[src/rtl/runner_engine.sv]
// runner_engine: game-state engine for the Dot Runner side-scroller.
// Keeps a COLS-column obstacle field that scrolls toward column 0 on every
// game tick, fed by an LFSR obstacle generator with a minimum gap, plus a
// runner with clamped jump physics, collision detection and a score.
//
// Ports:
//   clk        in   system clock
//   reset      in   synchronous active-high reset
//   start      in   start/restart request (level)
//   stop       in   abort current run (level)
//   jump       in   jump key (level, rising edge detected internally)
//   obs_inject in   force a maximum-height obstacle as the next new column
//   field      out  packed field, column k at [(COLS-k)*HBITS-1 -: HBITS]
//   runner_h   out  runner height above ground
//   score      out  ticks survived, saturating
//   state      out  0 READY, 1 RUN, 2 OVER
//   tick       out  one-cycle pulse on each game-tick cycle
//   game_over  out  high while in OVER
module runner_engine #(
    parameter int unsigned COLS       = 160,
    parameter int unsigned HBITS      = 2,
    parameter int unsigned RH_BITS    = 5,
    parameter int unsigned RATE       = 3000000,
    parameter int unsigned JUMP_TICKS = 15,
    parameter int unsigned RUNNER_COL = 0,
    parameter int unsigned MIN_GAP    = 4,
    parameter logic [15:0] SEED       = 16'hACE1
) (
    input  logic                    clk,
    input  logic                    reset,
    input  logic                    start,
    input  logic                    stop,
    input  logic                    jump,
    input  logic                    obs_inject,
    output logic [COLS*HBITS-1:0]   field,
    output logic [RH_BITS-1:0]      runner_h,
    output logic [15:0]             score,
    output logic [1:0]              state,
    output logic                    tick,
    output logic                    game_over
);

    localparam int unsigned FW     = COLS * HBITS;
    localparam int unsigned CNT_W  = (RATE > 1) ? $clog2(RATE) : 1;
    localparam int unsigned GAP_W  = (MIN_GAP > 0) ? $clog2(MIN_GAP + 1) : 1;
    localparam int unsigned RISE_W = (JUMP_TICKS > 1) ? $clog2(JUMP_TICKS) : 1;
    localparam int unsigned OBS_HI = (COLS - RUNNER_COL) * HBITS - 1;

    localparam logic [RH_BITS-1:0] MAX_H     = '1;
    localparam logic [CNT_W-1:0]   CNT_LOAD  = CNT_W'(RATE - 1);
    localparam logic [GAP_W-1:0]   GAP_MAX   = GAP_W'(MIN_GAP);
    localparam logic [RISE_W-1:0]  RISE_LOAD = RISE_W'(JUMP_TICKS - 1);

    typedef enum logic [1:0] {
        ST_READY = 2'd0,
        ST_RUN   = 2'd1,
        ST_OVER  = 2'd2
    } state_e;

    state_e              state_q, state_d;
    logic [FW-1:0]       field_q, field_d;
    logic [RH_BITS-1:0]  h_q, h_d;
    logic [15:0]         score_q, score_d;
    logic [15:0]         lfsr_q, lfsr_d;
    logic [CNT_W-1:0]    cnt_q, cnt_d;
    logic [GAP_W-1:0]    gap_q, gap_d;
    logic [RISE_W-1:0]   rise_q, rise_d;
    logic                pend_q, jump_prev_q, tick_q, game_over_q;
    logic [HBITS-1:0]    new_col, obs;
    logic                is_tick, jump_rise, consumed, hit, clear;

    // Per-tick datapath: generator, field shift, runner physics, collision.
    always_comb begin
        cnt_d  = (cnt_q == '0) ? CNT_LOAD : cnt_q - CNT_W'(1);
        lfsr_d = {1'b0, lfsr_q[15:1]} ^ (lfsr_q[0] ? 16'hB400 : 16'h0000);

        new_col = '0;
        if (obs_inject) begin
            new_col = '1;
        end else if (gap_q >= GAP_MAX && lfsr_d[7:6] == 2'b00) begin
            new_col = lfsr_d[HBITS-1:0];
            if (new_col == '0) begin
                new_col = HBITS'(1);
            end
        end

        if (new_col != '0) begin
            gap_d = '0;
        end else begin
            gap_d = (gap_q >= GAP_MAX) ? GAP_MAX : gap_q + GAP_W'(1);
        end

        field_d = {field_q[FW-HBITS-1:0], new_col};

        // A pending jump only launches from the ground; otherwise it waits.
        consumed = 1'b0;
        h_d      = h_q;
        rise_d   = rise_q;
        if (pend_q && h_q == '0) begin
            h_d      = RH_BITS'(1);
            rise_d   = RISE_LOAD;
            consumed = 1'b1;
        end else if (rise_q != '0) begin
            h_d    = (h_q == MAX_H) ? MAX_H : h_q + RH_BITS'(1);
            rise_d = rise_q - RISE_W'(1);
        end else if (h_q != '0) begin
            h_d = h_q - RH_BITS'(1);
        end

        obs     = field_d[OBS_HI -: HBITS];
        hit     = (obs != '0) && (32'(h_d) < 32'(obs));
        score_d = (score_q == 16'hFFFF) ? score_q : score_q + 16'd1;
    end

    // Next state; 'clear' re-applies the READY register values.
    always_comb begin
        is_tick   = (state_q == ST_RUN) && (cnt_q == '0);
        jump_rise = jump & ~jump_prev_q;
        state_d   = state_q;
        clear     = 1'b0;
        case (state_q)
            ST_READY: begin
                clear = 1'b1;
                if (start) state_d = ST_RUN;
            end
            ST_RUN: begin
                if (stop) begin
                    state_d = ST_READY;
                    clear   = 1'b1;
                end else if (is_tick && hit) begin
                    state_d = ST_OVER;
                end
            end
            ST_OVER: begin
                if (start) begin
                    state_d = ST_READY;
                    clear   = 1'b1;
                end
            end
            default: begin
                state_d = ST_READY;
                clear   = 1'b1;
            end
        endcase
    end

    always_ff @(posedge clk) begin
        if (reset) begin
            state_q     <= ST_READY;
            game_over_q <= 1'b0;
            jump_prev_q <= 1'b0;
        end else begin
            state_q     <= state_d;
            game_over_q <= (state_d == ST_OVER);
            jump_prev_q <= jump;
        end

        if (reset || clear) begin
            field_q <= '0;
            h_q     <= '0;
            score_q <= '0;
            lfsr_q  <= SEED;
            cnt_q   <= CNT_LOAD;
            gap_q   <= '0;
            rise_q  <= '0;
            pend_q  <= 1'b0;
            // Only a one-cycle tick period can tick on the first RUN cycle.
            tick_q  <= !reset && (state_q == ST_READY) && start && (CNT_LOAD == '0);
        end else if (state_q == ST_RUN) begin
            cnt_q  <= cnt_d;
            tick_q <= (cnt_d == '0) && !(is_tick && hit);
            if (is_tick) begin
                lfsr_q  <= lfsr_d;
                gap_q   <= gap_d;
                field_q <= field_d;
                h_q     <= h_d;
                rise_q  <= rise_d;
                pend_q  <= (pend_q & ~consumed) | jump_rise;
                if (!hit) score_q <= score_d;
            end else begin
                pend_q <= pend_q | jump_rise;
            end
        end else begin
            tick_q <= 1'b0;
            pend_q <= 1'b0;
        end
    end

    assign field     = field_q;
    assign runner_h  = h_q;
    assign score     = score_q;
    assign state     = state_q;
    assign tick      = tick_q;
    assign game_over = game_over_q;

endmodule

[config.mk]
export PLATFORM = sky130hd
export DESIGN_NAME = runner_engine
export DESIGN_NICKNAME = d
export VERILOG_FILES = /design/src/rtl/runner_engine.sv
export SDC_FILE = /design/constraint.sdc
export NUM_CORES = 1
export LEC_CHECK = 0
export BUFFER_PORTS_ARGS = -buffer_cell sky130_fd_sc_hd__buf_2
export CAP_MARGIN = 30
export CORE_ASPECT_RATIO = 1.2
export CORE_MARGIN = 4
export CORE_UTILIZATION = 25
export CTS_CLUSTER_SIZE = 10
export DETAILED_ROUTE_END_ITERATION = 6
export PLACE_DENSITY = 0.46
export SLEW_MARGIN = 20
export SYNTH_ARGS = -nofsm -noshare
export SYNTH_HDL_FRONTEND = slang
export SYNTH_SLANG_ARGS = --single-unit
export TNS_END_PERCENT = 30
[constraint.sdc]
create_clock -name clk -period 3.6 [get_ports clk]
set_clock_uncertainty 0.2 [all_clocks]
set_input_delay 0.18 -clock clk [delete_from_list [all_inputs] [get_ports clk]]
set_output_delay 0.18 -clock clk [all_outputs]
set_load 0.02 [all_outputs]
==> metrics <==
register area=7850 µm²; Hold Path Sink=state[0]; footprint of the multi-input gates=6310 µm²; initial core utilization=0.252; # diodes=0; placeable core area=58400 µm²; WHS Path Cells=3; library cells used by synthesis=64; synth top area cells=dfxtp_1, nand2_1, a21oi_1; detailed-route via count=13389; ratio of cells with drive above 1 in the final layout=0.209; Avg Vias per Cell=4.50; pre-CTS WS=86.4 ps; dpl hpwl=29900 µm; Crit path required time=3880 ps; # IOs=351; clock buffer depth=3; ys async rst share=0; most frequent cells after synthesis=nand2_1, dfxtp_1, a21oi_1; H-tree levels=2; cell with the most instances after synthesis=nand2_1; Port-buffer cells=350; Final nets=2191; synthesized instance count=1870; first-pass GRT wire length=70000 µm; total die area=62800 µm²; final WL=44700 µm; worst slew pin tran=976 ps; CP Launch Type=flop; Seq/Total Area, Yosys=0.533; EDFF count, synth=0; Chip Width=230 µm; crit path capture type=flop; final setup violation count=0; Hold Fails Final Rpt=0; mapped cell area=14700 µm²; critical path arrival=3770 ps; Max Fclk=287 MHz; worst min path class=in2reg; Layout area overhead=27.0%; CTS Buf Count=46; max_slew headroom=0.349; CTS root buffer=clkbuf_16; Fill cells=6231; Final min period=3490 ps; Slowest cell on crit path=or4b_4; Initial DRC Count=889; maximum VDD drop=0.320 mV; CTS tree=built; clk sink count=392; drc violations=0; Pleak=0.00699 µW; top_reg_cell synth=dfxtp_1; CP Max Fanout=18; Ys Warns=0; ANT nets after route=0; clock network power share=0.480; Crit Path Category=reg2reg; delay-heaviest family, CP=compound AO/OA/AOI/OAI gates; Design Area, Final=18700 µm²; post-route setup slack=114 ps; dominant cell type by area after synthesis=dfxtp_1; GRT Total Usage=0.134; CP cell instances=inv_1, ha_1, or4b_4, o21ai_2, a21oi_2, ha_1, nor2b_1, o221ai_1, o41ai_2, buf_4, a21oi_4, o21ai_2, buf_12, or4_1, a21oi_1; 1st-pass router iterations=5; clk slew on worst S/H paths=60 ps; Maximum Capacitance Violations=0; reg2reg path depth=15; Final Util=0.320; Hold Path Origin=reset; Die Y=274 µm; R2R Setup Slk=110 ps; Placer Congestion=0.838; Clk Latency, worst-skew pair=560 ps; P_sw=1850 µW; P_int=6750 µW; largest net degree at the start of global routing=186; postcts setup bufs=0; setup_tns=0 ps; vias in the first global route=12474; Switching Fraction=0.215; num rows=97; Syn Area/Cell=7.87 µm²; ratio of total power to cell area=460 nW/µm²; crit path buf inv count=3; fin. max-slew vios=0; per-cell routed wire length=15.0 µm; crit share post-route=0.968; outcome=completed; reg2reg end=score[6]; initial antenna violation count=0; share of the synthesized area in the top cell type=0.533; Post-DP Area=17300 µm²; GRT overflow=0; synthesis-stage register bit count=392; register share of total power=0.506; combinational power share=0.015; reg2reg start=runner_h[0]; hold_ws=216 ps; syn nets=1888; max incr delay on CP=520 ps
-- worst max-delay path by stage --
stage / start / to / slack (ps) / cells past startpoint
global route: runner_h[0] / score[6] / -8 / 17
CTS: runner_h[0] / score[6] / 30 / 15
floorplan: runner_h[0] / score[1] / 9 / 15
finish: runner_h[0] / score[6] / 110 / 15
global placement: runner_h[0] / score[6] / 110 / 15
detailed placement: runner_h[0] / score[6] / 90 / 15
-- metrics by stage --
stage	total power [µW]	std cells
after floorplan	4520	1870
after global placement	4560	2910
after detailed placement	4560	2910
after CTS	8770	2976
after global routing	8940	2976
final	8590	2976
-- cells in the final DEF, fill, tap and decap left out, types with 4 or more instances in the layout --
master,count
nor3_1,17
dfxtp_1,392
nand4_1,6
or3_1,11
clkbuf_1,6
or4_1,7
o41ai_1,4
nor4_1,5
a211oi_1,5
o31ai_1,4
nand3_1,20
clkbuf_16,47
o211ai_1,6
dlygate4sd3_1,7
xnor2_1,9
a31oi_1,4
inv_1,16
nand2b_1,5
and3_1,6
buf_2,350
xor2_1,10
nor2b_1,6
buf_4,19
buf_12,13
nand2_1,702
a21oi_1,355
o21ai_0,26
nor2_1,49
ha_1,12
-- layout make-up --
type / instances / area share
Multi-Input combinational cell: 1328 / 0.338
Clock buffer: 56 / 0.0663
Clock inverter: 3 / 0.00100
Inverter: 16 / 0.00321
Tap cell: 792 / 0.0530
Sequential cell: 392 / 0.420
Timing Repair Buffer: 389 / 0.119
-- timing repair --
item | CTS | global route
setup endpoints to repair | 0 | 16
endpoints found under the hold margin | 26 | 0
hold buffers | 7 | 0
gates resized for setup | 0 | 5
-- registers in the layout, summed over array words and instances, names as in the netlist --
| name | count |
|---|---|
| runner_h | 5 |
| field | 320 |
| jump_prev_q | 1 |
| pend_q | 1 |
| lfsr_q | 16 |
| score | 16 |
| rise_q | 4 |
| gap_q | 3 |
| game_over | 1 |
| state | 2 |
| tick | 1 |
| cnt_q | 22 |
-- power groups by stage --
stage	registers [µW]	clock network, µW	logic, µW
2_1_floorplan	4440	0	82.8
3_3_place_gp	4440	0	122
3_5_place_dp	4440	0	124
4_1_cts	4340	4290	131
5_1_grt	4340	4460	140
6_report	4340	4120	129
-- worst min-delay path, cell delays in order --
cell and delay [ps]:
dlygate4sd3_1 520, buf_2 160, a211oi_1 60
-- metal layers --
layer / wire length, µm / global-route usage
met5: 0 / 0
met4: 1690 / 0.0517
met3: 3050 / 0.0429
met2: 21400 / 0.226
met1: 18600 / 0.160
-- cell families (layout without fill, tap and decap cells) --
| kind of cell | Yosys count | after routing | share of synthesized area |
|---|---|---|---|
| muxes | 3 | 3 | 0.00204 |
| buffers and inverters | 150 | 464 | 0.0414 |
| DFF | 392 | 392 | 0.533 |
| xor gates and xnor gates | 19 | 19 | 0.0113 |
| adders and majority gates | 12 | 12 | 0.0102 |
| and+or+nand+nor | 859 | 859 | 0.242 |
| AOI/OAI and AO/OA | 435 | 435 | 0.160 |
(Power assumes the default switching activity.)
